**src/rtl/spi_pkg.sv**
```systemverilog
// Shared constants for the SPI register-bus slave: FSM encoding, command-word
// layout and synchroniser depth.
`timescale 1ns/1ps
package spi_pkg;

  localparam logic [1:0] IDLE = 2'd0;
  localparam logic [1:0] CMD  = 2'd1;
  localparam logic [1:0] WR   = 2'd2;
  localparam logic [1:0] RD   = 2'd3;

  typedef enum logic [1:0] {
    ST_IDLE = IDLE,
    ST_CMD  = CMD,
    ST_WR   = WR,
    ST_RD   = RD
  } state_e;

  localparam int SYNC_STAGES = 2;
  localparam int WORD_CTR_W  = 6;

  // The rw flag is the MSB of the command word, whatever the word width.
  function automatic int rw_pos(input int data_w);
    return data_w - 1;
  endfunction

  function automatic logic [WORD_CTR_W-1:0] sat_inc(input logic [WORD_CTR_W-1:0] v);
    return (&v) ? v : v + 1'b1;
  endfunction

endpackage

```
**src/rtl/spi_reg_slave_if.sv**
```systemverilog
// Register-bus handshake between the SPI slave (bus master side) and the
// register file (bus slave side).
`timescale 1ns/1ps
interface spi_reg_slave_if #(
  parameter int ADDR_W = 7,
  parameter int DATA_W = 8
);
  logic [ADDR_W-1:0] reg_addr;
  logic [DATA_W-1:0] reg_wdata;
  logic              reg_we;
  logic              reg_re;
  logic [DATA_W-1:0] reg_rdata;

  modport master (output reg_addr, reg_wdata, reg_we, reg_re, input reg_rdata);
  modport slave  (input reg_addr, reg_wdata, reg_we, reg_re, output reg_rdata);
endinterface

```
**src/rtl/spi_pad_sync.sv**
```systemverilog
// Brings csn/sck/mosi pads into the sys_clk domain and derives sck leading and
// trailing edge pulses for the selected clock polarity.
`timescale 1ns/1ps
module spi_pad_sync
  import spi_pkg::*;
#(
  parameter bit CPOL = 1'b0
) (
  input  logic sys_clk,
  input  logic sys_rst_n,
  input  logic csn_pad,
  input  logic sck_pad,
  input  logic mosi_pad,
  output logic sck_lead,
  output logic sck_trail,
  output logic csn_s,
  output logic mosi_s
);

  logic [SYNC_STAGES-1:0] csn_ff;
  logic [SYNC_STAGES-1:0] sck_ff;
  logic [SYNC_STAGES-1:0] mosi_ff;
  logic                   sck_dly;
  logic                   sck_rise;
  logic                   sck_fall;

  // csn resets to "selected" so that a CS held low across reset can never
  // look like a fresh assert; the FSM separately waits to see CS high first.
  // NOTE: flops take non-blocking assignments so every stage sees the
  // previous stage's pre-edge value, which is what makes this a shift chain.
  always_ff @(posedge sys_clk) begin
    if (!sys_rst_n) begin
      csn_ff  <= '0;
      sck_ff  <= {SYNC_STAGES{CPOL}};
      mosi_ff <= '0;
      sck_dly <= CPOL;
    end else begin
      csn_ff  <= {csn_ff[SYNC_STAGES-2:0], csn_pad};
      sck_ff  <= {sck_ff[SYNC_STAGES-2:0], sck_pad};
      mosi_ff <= {mosi_ff[SYNC_STAGES-2:0], mosi_pad};
      sck_dly <= sck_ff[SYNC_STAGES-1];
    end
  end

  assign sck_rise  = sck_ff[SYNC_STAGES-1] & ~sck_dly;
  assign sck_fall  = ~sck_ff[SYNC_STAGES-1] & sck_dly;
  assign sck_lead  = CPOL ? sck_fall : sck_rise;
  assign sck_trail = CPOL ? sck_rise : sck_fall;
  assign csn_s     = csn_ff[SYNC_STAGES-1];
  assign mosi_s    = mosi_ff[SYNC_STAGES-1];

endmodule

```
**src/rtl/spi_reg_slave.sv**
```systemverilog
// SPI (CPHA=0) slave bridging {rw, addr} command words plus data words onto a
// strobed register bus. Define SPI_REG_SLAVE_AUTOINC_EN for burst address increment.
`timescale 1ns/1ps
module spi_reg_slave
  import spi_pkg::*;
#(
  parameter int DATA_W = 8,
  parameter int ADDR_W = 7,
  parameter bit CPOL   = 1'b0
) (
  input  logic                  sys_clk,
  input  logic                  sys_rst_n,
  input  logic                  csn_pad,
  input  logic                  sck_pad,
  input  logic                  mosi_pad,
  output logic                  miso_pad,
  output logic                  miso_oe,
  output logic                  xfer_active,
  output logic [WORD_CTR_W-1:0] word_ctr,
  spi_reg_slave_if.master       bus
);

  localparam int RW_BIT = rw_pos(DATA_W);
  localparam int BIT_W  = $clog2(DATA_W);

  logic sck_lead, sck_trail, csn_s, mosi_s;

  spi_pad_sync #(.CPOL(CPOL)) u_pad_sync (
    .sys_clk   (sys_clk),
    .sys_rst_n (sys_rst_n),
    .csn_pad   (csn_pad),
    .sck_pad   (sck_pad),
    .mosi_pad  (mosi_pad),
    .sck_lead  (sck_lead),
    .sck_trail (sck_trail),
    .csn_s     (csn_s),
    .mosi_s    (mosi_s)
  );

  state_e            state, state_nxt;
  logic [DATA_W-1:0] rx, tx, rx_nxt, wdata_q;
  logic [BIT_W-1:0]  bit_cnt;
  logic [ADDR_W-1:0] addr_q;
  logic              we_q, re_q, we_nxt, re_nxt;
  logic              word_done, rd_pend, inc_pend, skip_trail, armed;

  assign rx_nxt    = {rx[DATA_W-2:0], mosi_s};
  assign word_done = sck_lead && (bit_cnt == BIT_W'(DATA_W - 1));

  always_ff @(posedge sys_clk) begin
    if (!sys_rst_n) state <= ST_IDLE;
    else            state <= state_nxt;
  end

  // NOTE: every output of this block gets a default before the case so no
  // path leaves a value unassigned and no latch is inferred.
  always_comb begin
    state_nxt = state;
    we_nxt    = 1'b0;
    re_nxt    = 1'b0;
    unique case (state)
      ST_IDLE: if (!csn_s && armed) state_nxt = ST_CMD;
      ST_CMD: begin
        if (word_done) begin
          state_nxt = rx_nxt[RW_BIT] ? ST_RD : ST_WR;
          re_nxt    = rx_nxt[RW_BIT];
        end
      end
      ST_WR: we_nxt = word_done;
      ST_RD: re_nxt = word_done;
    endcase
    // A CS release seen together with a completing edge suppresses the strobe.
    if (csn_s) begin
      state_nxt = ST_IDLE;
      we_nxt    = 1'b0;
      re_nxt    = 1'b0;
    end
  end

  always_ff @(posedge sys_clk) begin
    if (!sys_rst_n) begin
      rx         <= '0;
      tx         <= '0;
      bit_cnt    <= '0;
      word_ctr   <= '0;
      addr_q     <= '0;
      wdata_q    <= '0;
      we_q       <= 1'b0;
      re_q       <= 1'b0;
      rd_pend    <= 1'b0;
      inc_pend   <= 1'b0;
      skip_trail <= 1'b0;
      armed      <= 1'b0;
    end else begin
      we_q     <= we_nxt;
      re_q     <= re_nxt;
      rd_pend  <= re_q;
      inc_pend <= 1'b0;
      if (csn_s) armed <= 1'b1;

      if (state_nxt == ST_IDLE) begin
        rx         <= '0;
        tx         <= '0;
        bit_cnt    <= '0;
        rd_pend    <= 1'b0;
        skip_trail <= 1'b0;
      end else if (state == ST_IDLE) begin
        rx       <= '0;
        tx       <= '0;
        bit_cnt  <= '0;
        word_ctr <= '0;
      end else begin
        if (sck_lead) begin
          rx      <= rx_nxt;
          bit_cnt <= word_done ? '0 : bit_cnt + 1'b1;
        end
        // The trailing edge right after a word boundary must not shift away
        // the MSB of the freshly loaded read word.
        if (word_done) skip_trail <= 1'b1;
        if (sck_trail) begin
          skip_trail <= 1'b0;
          if (!skip_trail) tx <= {tx[DATA_W-2:0], 1'b0};
        end
        if (rd_pend) tx <= bus.reg_rdata;

        if (state == ST_CMD && word_done) addr_q <= rx_nxt[ADDR_W-1:0];
        if (state == ST_WR && word_done) begin
          wdata_q  <= rx_nxt;
          word_ctr <= sat_inc(word_ctr);
`ifdef SPI_REG_SLAVE_AUTOINC_EN
          inc_pend <= 1'b1;
`endif
        end
        if (state == ST_RD && word_done) begin
          word_ctr <= sat_inc(word_ctr);
`ifdef SPI_REG_SLAVE_AUTOINC_EN
          addr_q <= addr_q + 1'b1;
`endif
        end
        if (inc_pend) addr_q <= addr_q + 1'b1;
      end
    end
  end

  assign bus.reg_addr  = addr_q;
  assign bus.reg_wdata = wdata_q;
  assign bus.reg_we    = we_q;
  assign bus.reg_re    = re_q;
  assign xfer_active   = (state != ST_IDLE);
  assign miso_oe       = (state != ST_IDLE);
  assign miso_pad      = (state != ST_IDLE) && tx[DATA_W-1];

endmodule

```
**src/flat_wrapper.sv**
```systemverilog
// flat-port wrapper written by rule: the top's interface ports become plain ports
module spi_reg_slave_flat import spi_pkg::*;
#(
  parameter int DATA_W = 8,
  parameter int ADDR_W = 7,
  parameter bit CPOL   = 1'b0
)
  (sys_clk, sys_rst_n, csn_pad, sck_pad, mosi_pad, miso_pad, miso_oe, xfer_active, word_ctr, bus_reg_addr, bus_reg_wdata, bus_reg_we, bus_reg_re, bus_reg_rdata);
  spi_reg_slave_if #(.ADDR_W(ADDR_W), .DATA_W(DATA_W)) bus_i ();
  input  logic sys_clk;
  input  logic sys_rst_n;
  input  logic csn_pad;
  input  logic sck_pad;
  input  logic mosi_pad;
  output logic miso_pad;
  output logic miso_oe;
  output logic xfer_active;
  output logic [WORD_CTR_W-1:0] word_ctr;
  output wire logic [$bits(bus_i.reg_addr)-1:0] bus_reg_addr;
  output wire logic [$bits(bus_i.reg_wdata)-1:0] bus_reg_wdata;
  output wire logic [$bits(bus_i.reg_we)-1:0] bus_reg_we;
  output wire logic [$bits(bus_i.reg_re)-1:0] bus_reg_re;
  input wire logic [$bits(bus_i.reg_rdata)-1:0] bus_reg_rdata;
  assign bus_reg_addr = bus_i.reg_addr;
  assign bus_reg_wdata = bus_i.reg_wdata;
  assign bus_reg_we = bus_i.reg_we;
  assign bus_reg_re = bus_i.reg_re;
  assign bus_i.reg_rdata = bus_reg_rdata;
  spi_reg_slave #(.DATA_W(DATA_W), .ADDR_W(ADDR_W), .CPOL(CPOL)) u_core (.sys_clk(sys_clk), .sys_rst_n(sys_rst_n), .csn_pad(csn_pad), .sck_pad(sck_pad), .mosi_pad(mosi_pad), .miso_pad(miso_pad), .miso_oe(miso_oe), .xfer_active(xfer_active), .word_ctr(word_ctr), .bus(bus_i));
endmodule
```
**config.mk**
```make
export PLATFORM = sky130hd
export DESIGN_NAME = spi_reg_slave_flat
export DESIGN_NICKNAME = d
export VERILOG_FILES = /design/src/rtl/spi_pkg.sv /design/src/rtl/spi_reg_slave_if.sv /design/src/rtl/spi_pad_sync.sv /design/src/rtl/spi_reg_slave.sv /design/src/flat_wrapper.sv
export SDC_FILE = /design/constraint.sdc
export NUM_CORES = 1
export LEC_CHECK = 0
export BUFFER_PORTS_ARGS = -buffer_cell sky130_fd_sc_hd__buf_2
export CAP_MARGIN = 20
export CORE_MARGIN = 3
export CORE_UTILIZATION = 51
export CTS_BUF_LIST = sky130_fd_sc_hd__clkbuf_4 sky130_fd_sc_hd__clkbuf_8
export DETAILED_ROUTE_END_ITERATION = 10
export PLACE_DENSITY = 0.77
export SYNTH_ARGS = -nofsm -noshare
export SYNTH_HDL_FRONTEND = slang
export SYNTH_SLANG_ARGS = --single-unit
```
**constraint.sdc**
```tcl
create_clock -name sys_clk -period 1.8 [get_ports sys_clk]
set_input_delay 0.27 -clock sys_clk [delete_from_list [all_inputs] [get_ports sys_clk]]
set_output_delay 0.27 -clock sys_clk [all_outputs]
set_load 0.01 [all_outputs]
```
# Word level (Yosys, flattened, before mapping)
# Cells that the tools add are included.
# classes
n_mux	17
bitwise_logic	8
eq_ne	5
n_addsub	2
n_reduce_logical	23
# op_table
cell	count
6-bit 2-to-1 mux	4
8-bit 2-to-1 mux	3
6-bit by 1-bit adder with 6-bit output (second input constant)	1
1-bit logical AND	6
2-bit 2-to-1 mux	3
1-bit NOT	6
2-bit AND reduction	3
3-bit AND reduction	2
6-bit AND reduction	1
2-bit nonzero test	3
3-bit OR reduction	2
2-bit equality test (second input constant)	2
2-bit zero test	2
1-bit 2-to-1 mux	4
2-bit case mux with 2 select lines	1
2-bit OR reduction	2
3-bit by 1-bit adder with 3-bit output (second input constant)	1
3-bit equality test (second input constant)	1
3-bit 2-to-1 mux	1
3-bit nonzero test	1
1-bit bitwise AND	2
2-bit by 1-bit equality test with 1-bit output (second input constant)	1
2-bit by 1-bit inequality test with 1-bit output (second input constant)	1
1-bit case mux with 2 select lines	1
1-bit zero test	1
# totals
word_cells	71
in_bits	13
register_bits	53

# Depth between registers and ports, before layout
# depth
ltp_word	9
ltp_mapped	7
depth_no_buf	6

# Hierarchy
# Synthesis repeated with hierarchy kept, for this count alone.
# unflattened
hier_cells	212
area_unflattened_um2	2165.8
# by_module_without_submodules
mod	n_inst	area_per_inst_um2	seq_area_each_um2	cells_each
spi_reg_slave	1	1969.4	920.9	196
spi_pad_sync	1	196.4	140.1	16

# Worst setup path after synthesis
# No wires, ideal clock.
# synth_path
path_type	reg-to-reg
start	register u_core.bit_cnt[0]
end	register u_core.word_ctr[5]
setup_ns	0.121
arrival_ns	1.617
setup_slack_ns	0.063
path_buffers	0
path_stages_with_launch	7
cell_sequence	dfxtp_1 -> ha_1 -> ha_1 -> and4bb_4 -> o211ai_4 -> nor3_1 -> mux2_2
# synth_between
elab_chain_len	8
word_cells_on_any_way	13
# synth_rtl
item	line	text
from (decl)	spi_reg_slave.sv:42	logic [BIT_W-1:0] bit_cnt;
from (signal assigned)	spi_reg_slave.sv:115	bit_cnt <= word_done ? '0 : bit_cnt + 1'b1;
3-bit equality test *	spi_reg_slave.sv:48	assign word_done = sck_lead && (bit_cnt == BIT_W'(DATA_W - 1));
1-bit logical AND *	spi_reg_slave.sv:48	
2-bit 2-to-1 mux	spi_reg_slave.sv:64	if (word_done) begin
2-bit case mux with 2 select lines	spi_reg_slave.sv:61	unique case (state)
2-bit 2-to-1 mux	spi_reg_slave.sv:73	if (csn_s) begin
2-bit zero test	spi_reg_slave.sv:101	if (state_nxt == ST_IDLE) begin
1-bit NOT (no source line)	n/a	
2-bit AND reduction (no source line)	n/a	
to (signal assigned)	spi_reg_slave.sv:129	word_ctr <= sat_inc(word_ctr);
to (signal assigned)	spi_reg_slave.sv:135	word_ctr <= sat_inc(word_ctr);
to (decl)	spi_reg_slave.sv:19	output logic [WORD_CTR_W-1:0] word_ctr,
# Every way passes the cells marked *; elsewhere a longest branch is shown, timed or not.
# A chain may end at the register's enable or synchronous reset.

# Worst setup path after layout
# Same ends and word-level chain as after synthesis.

==> results.cfg <==
[sta]
max_slew_margin_pct = 60.7
skew_ns = 0.0111
setup_viol = 0
layout_min_cycle_time_ns = 1.72
hold_viol = 0
clock.fmax_mhz = 580
fin_setup_tns_ns = 0
rsz0062_at_grt = false
slew_viol_final = 0
tightest_slew_ns = 0.589
finalCritPeriodShare_pct = 95.8

[die]
initial_core_util_pct = 54.7
core_area_um2 = 3770
die_y_um = 69.6
io_pins = 39
fp.dieW_um = 69.6
row_count = 22
dieArea_um2 = 4850

[logic_synthesis]
synthArstFlopShare_pct = 0
synth_top_family_by_area = simple AND/OR/NAND/NOR gates
syn-instance-count = 223
synthMuxAreaShare_pct = 7.76
yosys_register_bits = 53
ys_seq_area_share_pct = 51.4
synthSimpleGateAreaFrac_pct = 22.8
synth_cell_types = 36
synth-compound-area-share_pct = 12.4
synth_xor_xnor_area_share_pct = 0.424
yosys.area_share.adder_pct = 1.82
netlist_area_um2 = 2060
synth_edf_count = 0
postSynthAreaPerCell_um2 = 9.26
synth_flop_cell = dfxtp_1
ys_warn_count = 0
postSynthNetCount = 239

[detailed_routing]
drt_wl_total_um = 3840
wl_per_cell_um = 12.4
drc = 0
first_iter_violations = 108
vias_per_cell = 5.20
num_vias = 1617
ant_nets = 0
dr.pass1.iters = 4

[global_routing]
globalRouteOverflowTotal = 0
track_usage_pct = 16.0
grt_pass1_vias = 1404
grt_max_degree = 25
grt_antenna_before_repair = 0
grt_pass1_wl_um = 6380

[cts]
cts_sinks = 53
cts_tree = built
cts-htree-levels = 2
cts_root_buf = clkbuf_8
path_clk_slew_ns = 0.08
clk_latency_ns = 0.30
hold_buffers = 0
ctsLongestPathBuffers = 2
cts_made_buffers = 5

[status]
status = finished clean

[critical_path]
slowest_stage = dfxtp_1
required_ns = 1.98
crit_path_end_kind = flip-flop
start_kind = flip-flop
cp_top_family = simple AND/OR/NAND/NOR gates
cp_max_fo = 8
cpMostUsedCell = ha_1
cp_num_buf_inv = 0
cp_cell_sequence = ha_1, ha_1, and4bb_4, o211ai_4, nor3_2, mux2_2
critical_path_class = flip-flop to flip-flop
crit_arrival_ns = 1.91
slowest_delay_ns = 0.36

[finish]
area_growth_syn_to_layout_pct = 17.2
num-fill-cells = 324
antennaDiodeCount = 0
fin_util_pct = 64.1
finalNonFillerCells = 311
nets = 279
drive_above_1_share_pct = 25.5

[placed_design]
port_buffers = 38
placed_cells = 304
gp_congestion = 0.880
dp_hpwl_um = 2600

[power_and_ir_drop]
switching_power_mw = 0.396
p_int_mw = 1.61
p_sw_share_pct = 19.7
p_per_area_nw_per_um2 = 830
p_leak_nw = 0.998
p_seq_share_pct = 59.2
clkPwrFrac_pct = 37.5
combPwrFrac_pct = 3.3
ir_drop_v = 0.000582

[hold_path]
hold_path.class = primary input to flip-flop

[job]
drv_cap = 0
## worst paths after layout
check                                         start                                      end  slack [ns]  cells after the start
max                  u_core.bit_cnt[0]$_SDFFE_PP0P_          u_core.word_ctr[5]$_SDFFE_PN0P_        0.08                      6
min reg2reg  u_core.u_pad_sync.sck_ff[0]$_SDFF_PN0_   u_core.u_pad_sync.sck_ff[1]$_SDFF_PN0_        0.44                      1
min                                        mosi_pad  u_core.u_pad_sync.mosi_ff[0]$_SDFF_PN0_        0.18                      2
max reg2reg          u_core.bit_cnt[0]$_SDFFE_PP0P_          u_core.word_ctr[5]$_SDFFE_PN0P_        0.08                      6
## routing by layer
layer	up-vias	wire [um]	global-route usage, %
met1	726	1830	20.9
met2	38	1760	25.4
met5	-	0	0
li1	847	-	-
met4	0	59	6.17
met3	6	188	3.91
## cells in the final DEF (no fill, tap or decap), drive strengths merged, types with 2 or more instances in the layout
master and n:
dfxtp 53, buf 45, nand2 30, nor2 20, nand3 19, o21ai 19, a21oi 13, and2 8
mux2 8, mux2i 7, clkbuf 5, nor3 4, inv 3, o2111ai 3, ha 3, nor3b 3
nor2b 2, o211a 2, a31oi 2, nand3b 2
## metrics by stage
step	area [um2]	setup slack [ns]	total power, mW	hold WS [ns]
5_1_grt	2420	0.00101	2.09	0.180
3_3_place_gp	2310	0.0914	1.28	0.414
3_5_place_dp	2310	0.0221	1.28	0.419
2_1_floorplan	2060	0.0626	1.26	0.397
4_1_cts	2410	0.00634	2.03	0.176
6_report	2420	0.0755	2.01	0.182
## kinds of logic after synthesis
kind of cell               Yosys count
AOI/OAI and AO/OA                   42
xor gates and xnor gates             1
adders and majority gates            3
buffers and inverters               15
DFF                                 53
muxes                               15
and+or+nand+nor                     94
## registers in the layout (all words and copies together), names as in the netlist
register / flops
u_core.state: 2
u_core.u_pad_sync.sck_ff: 2
u_core.skip_trail: 1
u_core.u_pad_sync.sck_dly: 1
u_core.u_pad_sync.csn_ff: 2
u_core.bus.reg_re: 1
u_core.armed: 1
u_core.word_ctr: 6
u_core.tx: 8
u_core.bus.reg_addr: 7
u_core.bit_cnt: 3
u_core.bus.reg_we: 1
u_core.bus.reg_wdata: 8
u_core.u_pad_sync.mosi_ff: 2
u_core.rx: 7
u_core.rd_pend: 1
## power by group through the flow
stage               Sequential (mW)  Combinational, mW  Clock, mW
finish                         1.19             0.0670      0.752
floorplan                      1.21             0.0449          0
global placement               1.22             0.0669          0
CTS                            1.19             0.0674      0.777
global route                   1.19             0.0758      0.819
detailed placement             1.22             0.0672          0
## cell usage after synthesis (2+ instances only)
master | n | area [um2]
nand3_1 | 19 | 95.1
nand2_1 | 29 | 109
nor2b_1 | 2 | 12.5
dfxtp_1 | 53 | 1060
mux2_2 | 8 | 90.1
nor3_1 | 4 | 20.0
mux2i_1 | 7 | 70.1
a31oi_1 | 2 | 12.5
buf_1 | 2 | 7.51
and2_1 | 8 | 50.1
inv_1 | 3 | 11.3
nor3b_1 | 2 | 15.0
nor2_1 | 20 | 75.1
o21ai_0 | 19 | 95.1
a21oi_1 | 13 | 65.1
clkbuf_1 | 7 | 26.3
o2111ai_1 | 3 | 26.3
o211a_1 | 2 | 20.0
ha_1 | 3 | 37.5
## final cells by class
type,instances,area (um2),area share [%]
sequential,53,1060,43.9
clock inverter,2,35.0,1.45
inverter,3,11.3,0.466
timing repair buffer,45,243,10.0
tap,48,60.1,2.48
clock buffer,5,68.8,2.85
multi-input combinational,155,940,38.9
## what timing repair did
item / CTS / global route
setup buffers: 0 / 0
resized for setup: 0 / 1
setup endpoints to repair: 0 / 1
Note: power is estimated with default switching activity, not from simulation.
